==> src/rtl/frame_rx_pkg.sv <==
// -----------------------------------------------------------------------------
// frame_rx_pkg
// Shared definitions for the serial frame receiver.
//   - rx_state_e       : bit-level UART receive FSM states
//   - DEF_CLKS_PER_BIT : default clocks per UART bit (115200 baud @ 125 MHz)
//   - DEF_BYTES_PER_FRAME / DEF_IDLE_TIMEOUT : default frame geometry/timeout
// The bit timing and frame size defaults are shared with the camera frame
// transmitter so both ends of the link agree.
// -----------------------------------------------------------------------------
package frame_rx_pkg;

  typedef enum logic [1:0] {
    ST_IDLE  = 2'd0,
    ST_START = 2'd1,
    ST_DATA  = 2'd2,
    ST_STOP  = 2'd3
  } rx_state_e;

  localparam int unsigned DEF_CLKS_PER_BIT    = 1085;
  localparam int unsigned DEF_BYTES_PER_FRAME = 9216;
  localparam int unsigned DEF_IDLE_TIMEOUT    = 62500000;

endpackage

==> src/rtl/uart_rx_byte.sv <==
// -----------------------------------------------------------------------------
// uart_rx_byte
// 8N1 UART byte receiver: 2-FF input synchronizer, bit FSM, shift register.
// Ports:
//   clk_i      : clock
//   rst_ni     : asynchronous active-low reset
//   rx_i       : asynchronous serial input (idle high)
//   start_o    : a start-bit falling edge is accepted this cycle
//   valid_o    : one-cycle strobe, good byte on data_o (stop bit sampled high)
//   data_o     : received byte, LSB first on the line
//   stop_err_o : one-cycle strobe, stop bit sampled low (byte discarded)
//   idle_o     : FSM is in IDLE
// -----------------------------------------------------------------------------
module uart_rx_byte
  import frame_rx_pkg::*;
#(
  parameter int unsigned CLKS_PER_BIT = DEF_CLKS_PER_BIT
) (
  input  logic       clk_i,
  input  logic       rst_ni,
  input  logic       rx_i,
  output logic       start_o,
  output logic       valid_o,
  output logic [7:0] data_o,
  output logic       stop_err_o,
  output logic       idle_o
);

  localparam int unsigned CNT_W = $clog2(CLKS_PER_BIT) + 1;
  localparam logic [CNT_W-1:0] HALF_LAST = CNT_W'(CLKS_PER_BIT / 2 - 1);
  localparam logic [CNT_W-1:0] BIT_LAST  = CNT_W'(CLKS_PER_BIT - 1);

  logic [1:0]       sync_q;
  logic             rx_s;
  rx_state_e        state_q, state_d;
  logic [CNT_W-1:0] cnt_q, cnt_d;
  logic [2:0]       idx_q, idx_d;
  logic [7:0]       shift_q, shift_d;
  // Set once rx_s has been seen high in IDLE; a start edge needs it, so a
  // line stuck low after a bad stop bit cannot retrigger the receiver.
  logic             armed_q, armed_d;

  assign rx_s = sync_q[1];

  always_ff @(posedge clk_i or negedge rst_ni) begin
    if (!rst_ni) begin
      sync_q  <= 2'b11;
      state_q <= ST_IDLE;
      cnt_q   <= '0;
      idx_q   <= '0;
      shift_q <= '0;
      armed_q <= 1'b0;
    end else begin
      sync_q  <= {sync_q[0], rx_i};
      state_q <= state_d;
      cnt_q   <= cnt_d;
      idx_q   <= idx_d;
      shift_q <= shift_d;
      armed_q <= armed_d;
    end
  end

  always_comb begin
    state_d    = state_q;
    cnt_d      = cnt_q;
    idx_d      = idx_q;
    shift_d    = shift_q;
    armed_d    = armed_q;
    start_o    = 1'b0;
    valid_o    = 1'b0;
    stop_err_o = 1'b0;
    unique case (state_q)
      ST_IDLE: begin
        if (armed_q && !rx_s) begin
          start_o = 1'b1;
          state_d = ST_START;
          cnt_d   = '0;
          armed_d = 1'b0;
        end else if (rx_s) begin
          armed_d = 1'b1;
        end
      end
      ST_START: begin
        if (cnt_q == HALF_LAST) begin
          cnt_d = '0;
          if (!rx_s) begin
            state_d = ST_DATA;
            idx_d   = '0;
          end else begin
            // Line is high again at mid start bit: a glitch, not a byte.
            state_d = ST_IDLE;
          end
        end else begin
          cnt_d = cnt_q + CNT_W'(1);
        end
      end
      ST_DATA: begin
        if (cnt_q == BIT_LAST) begin
          cnt_d          = '0;
          shift_d[idx_q] = rx_s;
          if (idx_q == 3'd7) begin
            state_d = ST_STOP;
          end else begin
            idx_d = idx_q + 3'd1;
          end
        end else begin
          cnt_d = cnt_q + CNT_W'(1);
        end
      end
      ST_STOP: begin
        if (cnt_q == BIT_LAST) begin
          cnt_d   = '0;
          state_d = ST_IDLE;
          if (rx_s) begin
            valid_o = 1'b1;
          end else begin
            stop_err_o = 1'b1;
          end
        end else begin
          cnt_d = cnt_q + CNT_W'(1);
        end
      end
      default: state_d = ST_IDLE;
    endcase
  end

  assign data_o = shift_q;
  assign idle_o = (state_q == ST_IDLE);

endmodule

==> src/rtl/frame_rx.sv <==
// -----------------------------------------------------------------------------
// frame_rx
// Serial frame receiver: UART bytes are written into a frame buffer at an
// auto-incrementing address; frame completion, stop-bit errors and inter-byte
// timeouts are flagged with one-cycle pulses.
// Ports:
//   Clk           : system clock
//   i_Rst_n       : asynchronous active-low reset
//   i_RX          : asynchronous serial input, idle high
//   o_Wr_En       : one-cycle buffer write strobe
//   o_Wr_Addr     : write address (held until the next write)
//   o_Wr_Data     : write data (held until the next write)
//   o_Frame_Done  : pulses with the write of the last byte of a frame
//   o_Frame_Error : pulses when a stop bit samples low
//   o_Frame_Abort : pulses when the mid-frame idle timeout fires
//   o_Busy        : bit FSM is not in IDLE
// -----------------------------------------------------------------------------
module frame_rx
  import frame_rx_pkg::*;
#(
  parameter int unsigned CLKS_PER_BIT    = DEF_CLKS_PER_BIT,
  parameter int unsigned BYTES_PER_FRAME = DEF_BYTES_PER_FRAME,
  parameter int unsigned ADDR_W          = 15,
  parameter int unsigned IDLE_TIMEOUT    = DEF_IDLE_TIMEOUT
) (
  input  logic              Clk,
  input  logic              i_Rst_n,
  input  logic              i_RX,
  output logic              o_Wr_En,
  output logic [ADDR_W-1:0] o_Wr_Addr,
  output logic [7:0]        o_Wr_Data,
  output logic              o_Frame_Done,
  output logic              o_Frame_Error,
  output logic              o_Frame_Abort,
  output logic              o_Busy
);

  localparam int unsigned TO_W = $clog2(IDLE_TIMEOUT) + 1;
  localparam logic [TO_W-1:0]   TO_LAST   = TO_W'(IDLE_TIMEOUT - 1);
  localparam logic [ADDR_W-1:0] LAST_ADDR = ADDR_W'(BYTES_PER_FRAME - 1);

  logic       rx_start;
  logic       rx_valid;
  logic [7:0] rx_data;
  logic       rx_stop_err;
  logic       rx_idle;

  uart_rx_byte #(
    .CLKS_PER_BIT(CLKS_PER_BIT)
  ) u_rx (
    .clk_i     (Clk),
    .rst_ni    (i_Rst_n),
    .rx_i      (i_RX),
    .start_o   (rx_start),
    .valid_o   (rx_valid),
    .data_o    (rx_data),
    .stop_err_o(rx_stop_err),
    .idle_o    (rx_idle)
  );

  logic [ADDR_W-1:0] addr_q, addr_d;
  logic [TO_W-1:0]   to_cnt_q, to_cnt_d;
  logic              wr_en_q, wr_en_d;
  logic [ADDR_W-1:0] wr_addr_q, wr_addr_d;
  logic [7:0]        wr_data_q, wr_data_d;
  logic              done_q, done_d;
  logic              err_q, err_d;
  logic              abort_q, abort_d;

  always_ff @(posedge Clk or negedge i_Rst_n) begin
    if (!i_Rst_n) begin
      addr_q    <= '0;
      to_cnt_q  <= '0;
      wr_en_q   <= 1'b0;
      wr_addr_q <= '0;
      wr_data_q <= '0;
      done_q    <= 1'b0;
      err_q     <= 1'b0;
      abort_q   <= 1'b0;
    end else begin
      addr_q    <= addr_d;
      to_cnt_q  <= to_cnt_d;
      wr_en_q   <= wr_en_d;
      wr_addr_q <= wr_addr_d;
      wr_data_q <= wr_data_d;
      done_q    <= done_d;
      err_q     <= err_d;
      abort_q   <= abort_d;
    end
  end

  always_comb begin
    addr_d    = addr_q;
    to_cnt_d  = to_cnt_q;
    wr_en_d   = 1'b0;
    wr_addr_d = wr_addr_q;
    wr_data_d = wr_data_q;
    done_d    = 1'b0;
    err_d     = rx_stop_err;
    abort_d   = 1'b0;

    if (rx_valid) begin
      wr_en_d   = 1'b1;
      wr_addr_d = addr_q;
      wr_data_d = rx_data;
      if (addr_q == LAST_ADDR) begin
        done_d = 1'b1;
        addr_d = '0;
      end else begin
        addr_d = addr_q + ADDR_W'(1);
      end
    end

    // Timeout only counts between bytes of a partially received frame. A
    // start edge in the expiry cycle leaves IDLE, so the edge wins.
    if (!rx_idle || rx_start || (addr_q == '0)) begin
      to_cnt_d = '0;
    end else if (to_cnt_q == TO_LAST) begin
      abort_d  = 1'b1;
      addr_d   = '0;
      to_cnt_d = '0;
    end else begin
      to_cnt_d = to_cnt_q + TO_W'(1);
    end
  end

  assign o_Wr_En       = wr_en_q;
  assign o_Wr_Addr     = wr_addr_q;
  assign o_Wr_Data     = wr_data_q;
  assign o_Frame_Done  = done_q;
  assign o_Frame_Error = err_q;
  assign o_Frame_Abort = abort_q;
  assign o_Busy        = !rx_idle;

endmodule

==> config.mk <==
export PLATFORM = sky130hd
export DESIGN_NAME = frame_rx
export DESIGN_NICKNAME = d
export VERILOG_FILES = /design/src/rtl/frame_rx_pkg.sv /design/src/rtl/uart_rx_byte.sv /design/src/rtl/frame_rx.sv
export SDC_FILE = /design/constraint.sdc
export NUM_CORES = 1
export LEC_CHECK = 0
export ABC_AREA = 1
export BUFFER_PORTS_ARGS = -buffer_cell sky130_fd_sc_hd__buf_2
export CORE_ASPECT_RATIO = 0.75
export CORE_MARGIN = 2
export CORE_UTILIZATION = 55
export CTS_CLUSTER_SIZE = 25
export DETAILED_ROUTE_END_ITERATION = 8
export GPL_TIMING_DRIVEN = 0
export PLACE_DENSITY = 0.81
export SLEW_MARGIN = 20
export SYNTH_ARGS = -nofsm -noshare
export SYNTH_HDL_FRONTEND = slang
export SYNTH_SLANG_ARGS = --single-unit
==> constraint.sdc <==
create_clock -name Clk -period 1.6 [get_ports Clk]
set_input_delay 0.48 -clock Clk [delete_from_list [all_inputs] [get_ports Clk]]
set_output_delay 0.48 -clock Clk [all_outputs]
set_load 0.02 [all_outputs]
# After elaboration in Yosys (flattened, before gate mapping)
# Cells that the tools add are included.
# W data, S select, Z words.
[totals] register_bits=97 in_bits=3 output_inout_bits=28 word_cells=90
[classes] add_sub_neg=4 magnitude_cmp=2 n_eq_ne=15 n_mux=40 reduce_logical=15
[op_table] op="$mux W15" count=4
[op_table] op="$mux W27" count=2
[op_table] op="$mux W12" count=3
[op_table] op="$pmux W12 S3" count=1
[op_table] op="$add A27 B1 Y27 const B" count=1
[op_table] op="$eq A27 B26 Y1 const B" count=1
[op_table] op="$mux W1" count=16
[op_table] op="$add A15 B1 Y15 const B" count=1
[op_table] op="$eq A15 B14 Y1 const B" count=1
[op_table] op="$logic_not A15 Y1" count=1
[op_table] op="$add A12 B1 Y12 const B" count=1
[op_table] op="$eq A12 B10 Y1 const B" count=1
[op_table] op="$eq A12 B11 Y1 const B" count=1
[op_table] op="$mux W2" count=6
[op_table] op="$mux W3" count=4
[op_table] op="$ne A2 B1 Y1 const B" count=5
[op_table] op="$reduce_and A5 Y1" count=2
[op_table] op="$bwmux W8" count=1
[op_table] op="$pmux W2 S4" count=1
[op_table] op="$pmux W3 S2" count=1
[op_table] op="$eq A2 B2 Y1 const B" count=2
[op_table] op="$lt A3 B4 Y1 const B" count=1
[op_table] op="$ne A2 B2 Y1 const B" count=2
[op_table] op="$reduce_and A2 Y1" count=2
[op_table] op="other kinds (11)" count=15

# Longest topological paths before layout
# Gate-level depths: netlist of run 1.
[depth] depth_word=7 mapped_depth=11 depth_no_buf=10

# Cells and area by module
# A second synthesis of run 1 with hierarchy kept.
[hier_totals] hier_cells=724 hier_area_um2=5267.6
[modules_own_cells] mod="frame_rx" instances=1 cells_each=504 area_each_um2=3621.0
[modules_own_cells] mod="uart_rx_byte" instances=1 cells_each=220 area_each_um2=1646.6

# Worst setup path before layout of run 1
# Ideal clock, no wire load.
[synth_path] path_kind="register to register" from="register u_rx.state_q[0]" to="register addr_q[0]" setup_ns=0.138 arrival_time_ns=1.478 required_ns=1.462 slack_ns=-0.016 stages_incl_launch_ff=8 n_path_buf=0 path_cell_list="dfrtp_1 inv_1 ha_1 o21ai_1 inv_1 nand2_1 nor2_1 a21oi_1"
[synth_between] elab_chain_cells=5
[synth_rtl] element="start: declaration" line="uart_rx_byte.sv:35" source="rx_state_e state_q, state_d;"
[synth_rtl] element="start signal: assignment" line="uart_rx_byte.sv:55" source="state_q <= state_d;"
[synth_rtl] element="$eq A2 B2 Y1 or $logic_not A2 Y1 (tied branches)" line="uart_rx_byte.sv:72, uart_rx_byte.sv:128"
[synth_rtl] element="$mux W1 or $logic_not A1 Y1 (tied branches)" line="uart_rx_byte.sv:72, frame_rx.sv:116"
[synth_rtl] element="$mux W15 or $logic_or A1 B1 Y1 (tied branches)" line="frame_rx.sv:102, frame_rx.sv:116"
[synth_rtl] element="$mux W15 or $logic_or A1 B1 Y1 (tied branches)" line="frame_rx.sv:118, frame_rx.sv:116"
[synth_rtl] element="$mux W15 (*)" line="frame_rx.sv:116" source="if (!rx_idle || rx_start || (addr_q == '0)) begin"
[synth_rtl] element="net addr_d[0]" line="frame_rx.sv:61" source="logic [ADDR_W-1:0] addr_q, addr_d;"
[synth_rtl] element="end signal: assignment" line="frame_rx.sv:81" source="addr_q <= addr_d;"
[synth_rtl] element="end: declaration" line="frame_rx.sv:61"
# The timed path passes the listed nets; every way through them passes the cells marked *.
# A chain may end at the register's enable or synchronous reset.

# Worst setup path in the final report of run 1
[layout_path] from="register u_rx.cnt_q[0]" to="register addr_q[2]"
[layout_between] elab_chain_cells=6
[layout_rtl] element="start: declaration" line="uart_rx_byte.sv:36" source="logic [CNT_W-1:0] cnt_q, cnt_d;"
[layout_rtl] element="start signal: assignment" line="uart_rx_byte.sv:56" source="cnt_q <= cnt_d;"
[layout_rtl] element="$eq A12 B11 Y1 (*)" line="uart_rx_byte.sv:111" source="if (cnt_q == BIT_LAST) begin"
[layout_rtl] element="$mux W1 (*)" line="uart_rx_byte.sv:111"
[layout_rtl] element="$mux W1 (*)" line="uart_rx_byte.sv:72" source="unique case (state_q)"
[layout_rtl] element="$mux W15 (*)" line="frame_rx.sv:102" source="if (rx_valid) begin"
[layout_rtl] element="$mux W15" line="frame_rx.sv:118" source="end else if (to_cnt_q == TO_LAST) begin"
[layout_rtl] element="$mux W15 (*)" line="frame_rx.sv:116"
[layout_rtl] element="net addr_d[2]" line="frame_rx.sv:61"
# Marked as above.

==> out/qor.csv, run 1 <==
metric;value;unit
Req. time, crit path;1.83;ns
Worst Path Buf+Inv;3;
Die ar.;10500;um^2
post-synth net total;748;
initial antenna violation count;0;
PD cells;931;nW/um^2
I/O Buffers;30;
critical path class;flip-flop to flip-flop;
crit share post-route;1.07;
Yosys cell types;29;
number of global-route vias before repair;4919;
gpl congestion;0.922;
GRT Resource Usage Total;0.277;
Multi-input gate area;2820;um^2
Worst setup EP type;flip-flop;
Die H;89.1;um
CP max-delay cell;dfrtp_2;
Core ar.;9540;um^2
post-synthesis async set-or-reset flop share;1.00;
worst slew pin tran;0.492;ns
Critical Path AT;1.94;ns
flops & latches, synth;97;
Setup Viol. Count Final;53;
GRT Residual Overflow;0;
P&R area growth vs syn;23.8;%
Min Clock Period, post-route;1.71;ns
TritonCTS clock tree;built;
vias;5217;
leakage;2.98;nW
Peak VDD IR;0.000653;V
Post-Route WL;14600;um
Clock Skews;0.00997;ns
mean area per synthesized cell;7.25;um^2
fill cell count;769;
Critical Path Sink;addr_q[2]$_DFF_PN0_;
first drt pass iteration count;5;
register-to-register setup slack;-0.11;ns
CTS root buf;clkbuf_16;
Hold Path Class;primary input to flip-flop;
status;finished with violations;
Horiz. Die Dim;118;um
yosys warns;0;
DR WL/cell;15.5;um
sequence of cells on the critical path;inv_2 > ha_4 > nand3_2 > nor2_4 > nand3b_1 > buf_6 > buf_4 > nand2_1 > a21oi_1;
PnR worst setup slack;-0.106;ns
crit path launch type;flip-flop;
DRC viols;0;
DRT iter0 DRCs;475;
Critical R2R Capture;addr_q[2]$_DFF_PN0_;
I/O pins;31;
Tot Pwr;6.13;mW
achievable frequency;586;MHz
Pins Over Slew Limit;0;
Num CTS Buffers;9;
slew margin rel.;0.672;
delay-heaviest family, CP;simple AND/OR/NAND/NOR gates;
EDFF count, synth;0;
Crit path depth;9;
peak fanout along the critical path;5;
commonest non-fill, non-tap cells in the layout;nand2_1 (192), nor2_1 (102), dfrtp_1 (90), inv_1 (80), nand3_1 (52);
antenna-violating nets left;0;
global-route wire length before repair;23100;um
# rows;31;
synthesized area;5320;um^2
largest net degree at the start of global routing;81;
most common flop cell mapped by yosys;dfrtp_1;
Layout Nets;815;
Final Hold Fails;0;
antenna cells;0;
violated checks;setup timing;
Reg area;2440;um^2
worst-case reg-to-reg path depth;9;
Skew-Pair Late Insertion Delay;0.35;ns
Hold WS;0.223;ns
CTS Buffer Depth;2;
layout cells sized above 1;0.215;
Starting Density;0.557;
CTS Sinks;97;
most common cell after layout, fill and taps aside;nand2_1;
crit path from;u_rx.cnt_q[0]$_DFFE_PN0N_;
Crit path largest cell delay;0.43;ns
CTS clock-pin slew for the worst setup and hold paths;0.07;ns
H-tree depth;3;
HPWL after detailed placement;9550;um
Syn Inst Count;733;
register area share after synthesis;0.457;
routed vias/inst;5.57;
Max Cap Viol;0;
RSZ-0062 raised after global routing;true;
reg2reg start;u_rx.cnt_q[0]$_DFFE_PN0N_;
## per-stage QoR
step | setup TNS [ns] | worst slack, ns | std cells | cell area, um^2 | utilization
after floorplan | -0.0580 | -0.00755 | 733 | 5320 | -
after global placement | -113.68 | -0.920 | 895 | 5630 | 0.590
after detailed placement | -29.80 | -0.637 | 896 | 5670 | 0.594
after CTS | -0.199 | -0.0428 | 930 | 6340 | 0.664
after global routing | -7.53 | -0.171 | 937 | 6580 | 0.690
final | -2.46 | -0.106 | 937 | 6580 | 0.690
## synthesized netlist by cell type, types with 2 or more instances
library cell / instances / area [um^2]
nor3_1: 13 / 65.1
nor2_1: 124 / 465
xnor2_1: 4 / 35.0
inv_1: 88 / 330
o21ai_0: 47 / 235
o21ai_1: 3 / 15.0
clkbuf_1: 4 / 15.0
a21oi_1: 10 / 50.1
nor2_4: 3 / 33.8
nand2_2: 3 / 18.8
nand2_1: 215 / 807
dfstp_2: 2 / 52.6
o22ai_1: 3 / 18.8
nor2_2: 2 / 12.5
ha_1: 12 / 150
xor2_1: 14 / 123
nand3_1: 61 / 305
nand4_1: 15 / 93.8
buf_2: 5 / 25.0
dfrtp_1: 95 / 2380
buf_6: 2 / 22.5
## power by group
group	switching, mW	internal (mW)
clock network	0.999	1.23
registers	0.0615	2.52
logic	0.802	0.512
## per-layer routing
metal | vias to the layer above | GRT usage | wire, um
met5 | - | 0 | 0
met4 | 0 | 0.134 | 379
met3 | 40 | 0.0517 | 937
met2 | 227 | 0.470 | 7060
met1 | 2497 | 0.353 | 6170
li1 | 2453 | - | -
## how the worst min path moves through the flow
| stage | end | cells past startpoint | slack [ns] | start |
|---|---|---|---|---|
| CTS | u_rx.sync_q[0]$_DFF_PN1_ | 1 | 0.22 | i_RX |
| detailed placement | u_rx.cnt_q[2]$_DFFE_PN0N_ | 1 | 0.33 | i_Rst_n |
| floorplan | asynchronous set/reset pin | 0 | 0.18 | i_Rst_n |
| global route | u_rx.sync_q[0]$_DFF_PN1_ | 1 | 0.21 | i_RX |
| finish | u_rx.sync_q[0]$_DFF_PN1_ | 1 | 0.22 | i_RX |
| global placement | u_rx.sync_q[1]$_DFF_PN1_ | 0 | 0.35 | u_rx.sync_q[0]$_DFF_PN1_ |
## area by class of cell
class	count	share of cell area
sequential	97	0.370
clock inverter	7	0.0120
buffer	11	0.0179
multi-input combinational	537	0.428
inverter	88	0.0506
clock buffer	9	0.0342
timing repair buffer	56	0.0620
tap	132	0.0251
## registers in the layout (all words and copies together), names as in the netlist, named ones only
signal         cells
o_Wr_En            1
o_Frame_Done       1
u_rx.state_q       1
o_Wr_Data          8
addr_q            15
o_Frame_Error      1
to_cnt_q          27
u_rx.cnt_q        12
o_Wr_Addr         15
u_rx.sync_q        2
u_rx.idx_q         3
u_rx.armed_q       1
o_Frame_Abort      1
u_rx.data_o        8
## cells by family after synthesis
group | share of synthesized area
buffers and inverters | 0.0739
AND/OR/NAND/NOR | 0.345
AO/OA/AOI/OAI | 0.0664
adder cells (fa/ha/maj) | 0.0282
flip-flops | 0.457
XOR/XNOR | 0.0297
## worst register-to-register path: stages, from the launching register on
cell and delay, ns:
dfrtp_2 0.43, inv_2 0.09, ha_4 0.16, nand3_2 0.08, nor2_4 0.14, nand3b_1 0.19, buf_6 0.19, buf_4 0.15
nand2_1 0.08, a21oi_1 0.08
## repair_timing
item | in CTS | in global routing
endpoints found under the setup margin | 93 | 93
endpoints found under the hold margin | 17 | 0
pin swaps | 17 | 18
gates resized for setup | 78 | 65
buffers inserted | 15 | 6
gates cloned | 2 | 1
hold buffers | 1 | 0
No activity file was read; power rests on OpenSTA's default activity.
==> run 2, diff against run 1 <==
CTS_BUF_LIST = sky130_fd_sc_hd__clkbuf_8   (was unset)
==> run 2 against run 1 <==
Effect of this change: the flow still finishes with violations (setup timing); cell count up 0.21%; cell area down 1.8%; clock skew up 0.0022 ns; critical path depth down 5; critical endpoint is now o_Busy.
==> out/qor.csv, run 2 (synthesis results as in run 1) <==
metric;value;unit;change
HPWL after detailed placement;9550;um;unchanged
# rows;31;;unchanged
slew margin rel.;0.724;;was 0.672
Core ar.;9540;um^2;unchanged
P&R area growth vs syn;21.5;%;was 23.8%
H-tree depth;3;;unchanged
PnR worst setup slack;-0.0916;ns;was -0.106 ns
violated checks;setup timing;;unchanged
CTS Buffer Depth;2;;unchanged
DRT iter0 DRCs;473;;was 475
Place WS;-0.637;ns;unchanged
number of global-route vias before repair;4817;;was 4919
routed vias/inst;5.54;;was 5.57
antenna cells;0;;unchanged
Total Neg Setup Slack;-1.25;ns;was -2.46 ns
Max Cap Viol;0;;unchanged
Die H;89.1;um;unchanged
I/O Buffers;30;;unchanged
vias;5202;;was 5217
CTS clock-pin slew for the worst setup and hold paths;0.10;ns;was 0.07 ns
Skew-Pair Late Insertion Delay;0.39;ns;was 0.35 ns
Reg area;2440;um^2;about the same
most common cell after layout, fill and taps aside;nand2_1;;unchanged
Min Clock Period, post-route;1.69;ns;was 1.71 ns
Pins Over Slew Limit;0;;unchanged
gpl congestion;0.922;;unchanged
Hold Path Class;primary input to flip-flop;;unchanged
TritonCTS clock tree;built;;unchanged
I/O pins;31;;unchanged
commonest non-fill, non-tap cells in the layout;nand2_1 (196), nor2_1 (102), dfrtp_1 (89), inv_1 (81), nand3_1 (55);;was nand2_1 (192), nor2_1 (102), dfrtp_1 (90), inv_1 (80), nand3_1 (52)
status;finished with violations;;unchanged
RSZ-0062 raised after global routing;true;;unchanged
Horiz. Die Dim;118;um;unchanged
Peak VDD IR;0.000667;V;was 0.000653 V
largest net degree at the start of global routing;81;;unchanged
global-route wire length before repair;22700;um;was 23100 um
GRT Resource Usage Total;0.272;;was 0.277
leakage;2.93;nW;was 2.98 nW
Final Hold Fails;0;;unchanged
Post-Route WL;14300;um;was 14600 um
Setup Viol. Count Final;36;;was 53
crit share post-route;1.06;;was 1.07
crit path launch type;flip-flop;;unchanged
Multi-input gate area;2800;um^2;was 2820 um^2
initial antenna violation count;0;;unchanged
DRC viols;0;;unchanged
peak fanout along the critical path;3;;was 5
CTS Sinks;97;;unchanged
Biggest register;to_cnt_q;;unchanged
Starting Density;0.557;;unchanged
max reg flops;27;;unchanged
DR WL/cell;15.2;um;was 15.5 um
first drt pass iteration count;5;;unchanged
Die ar.;10500;um^2;unchanged
CTS root buf;clkbuf_8;;was clkbuf_16
critical path class;flip-flop to primary output;;was flip-flop to flip-flop
GRT Residual Overflow;0;;unchanged
antenna-violating nets left;0;;unchanged
PD cells;869;nW/um^2;was 931 nW/um^2
Num CTS Buffers;9;;unchanged
fill cell count;802;;was 769
worst slew pin tran;0.414;ns;was 0.492 ns
Layout Nets;817;;was 815
layout cells sized above 1;0.213;;was 0.215
Clock Skews;0.0121;ns;was 0.00997 ns
achievable frequency;591;MHz;was 586 MHz
Critical Path AT;1.21;ns;was 1.94 ns
Req. time, crit path;1.12;ns;was 1.83 ns
Worst setup EP type;primary output;;was flip-flop
run 2: cell types whose count changed in the layout (fill, tap and decap cells not counted), moves of 3 or more:
| cell | before | now |
|---|---|---|
| nand2_2 | 21 | 18 |
| o21ai_1 | 15 | 19 |
| o21ai_0 | 29 | 24 |
| nand3_2 | 10 | 7 |
| clkbuf_16 | 9 | 0 |
| nand2_1 | 192 | 196 |
| nand3_1 | 52 | 55 |
| clkbuf_8 | 2 | 9 |
| inv_2 | 7 | 4 |
| buf_6 | 8 | 12 |
run 2: through the flow:
| step | area (um^2) | instances | total power, mW | hold WS, ns | utilization |
|---|---|---|---|---|---|
| finish | 6460 | 939 | 5.61 | 0.178 | 0.677 |
| global route | 6460 | 939 | 5.86 | 0.171 | 0.677 |
| CTS | 6230 | 933 | 5.52 | 0.177 | 0.653 |
| detailed placement | 5670 | 896 | 3.43 | 0.332 | 0.594 |
| global placement | 5630 | 895 | 3.39 | 0.347 | 0.590 |
| floorplan | 5320 | 733 | 3.15 | 0.184 | - |
run 2: power breakdown:
group          internal [mW]  switching, mW  leakage [nW]  total (mW)
registers               2.52         0.0624          1.33        2.58
logic                  0.533          0.806          1.50        1.34
clock network          0.739          0.950        0.0977        1.69
run 2: timing repair:
| item | CTS | global route |
|---|---|---|
| hold buffers | 1 | 0 |
| pin swaps | 20 | 10 |
| cloned | 2 | 1 |
| resized for setup | 74 | 77 |
| buffers inserted | 18 | 5 |
| hold endpoints to repair | 17 | 0 |
| setup endpoints to repair | 93 | 93 |
run 2: final timing paths:
kind / startpoint / end / slack [ns] / cells past startpoint
worst max-delay path: u_rx.state_q[0]$_DFFE_PN0P_ / o_Busy / -0.09 / 4
worst min-delay path: i_RX / u_rx.sync_q[0]$_DFF_PN1_ / 0.18 / 1
worst max register to register: u_rx.cnt_q[0]$_DFFE_PN0N_ / o_Wr_Data[5]$_DFFE_PN0N_ / -0.07 / 10
worst min register to register: u_rx.sync_q[0]$_DFF_PN1_ / u_rx.sync_q[1]$_DFF_PN1_ / 0.36 / 0
max in group asynchronous: i_Rst_n / u_rx.idx_q[0]$_DFFE_PN0P_ / 0.45 / 3
min in group asynchronous: i_Rst_n / to_cnt_q[2]$_DFF_PN0_ / 0.49 / 2
run 2: final cells by class:
| class | instances | share of cell area |
|---|---|---|
| Inverter | 88 | 0.0523 |
| Sequential cell | 97 | 0.377 |
| Tap cell | 132 | 0.0256 |
| Buffer | 11 | 0.0163 |
| Multi-Input combinational cell | 537 | 0.434 |
| Timing Repair Buffer | 58 | 0.0635 |
| Clock inverter | 7 | 0.0122 |
| Clock buffer | 9 | 0.0192 |
run 2: per-layer routing:
layer | up-vias | part of all wire | track usage
met5 | - | 0 | 0
met4 | 0 | 0.027 | 0.116
met3 | 39 | 0.055 | 0.0555
met2 | 196 | 0.48 | 0.458
met1 | 2511 | 0.44 | 0.352
li1 | 2456 | - | -
run 2: critical path, cell delays in order, from the launching register on:
cell and delay (ns):
dfrtp_1 0.42, inv_2 0.09, ha_4 0.16, inv_4 0.03, buf_6 0.12
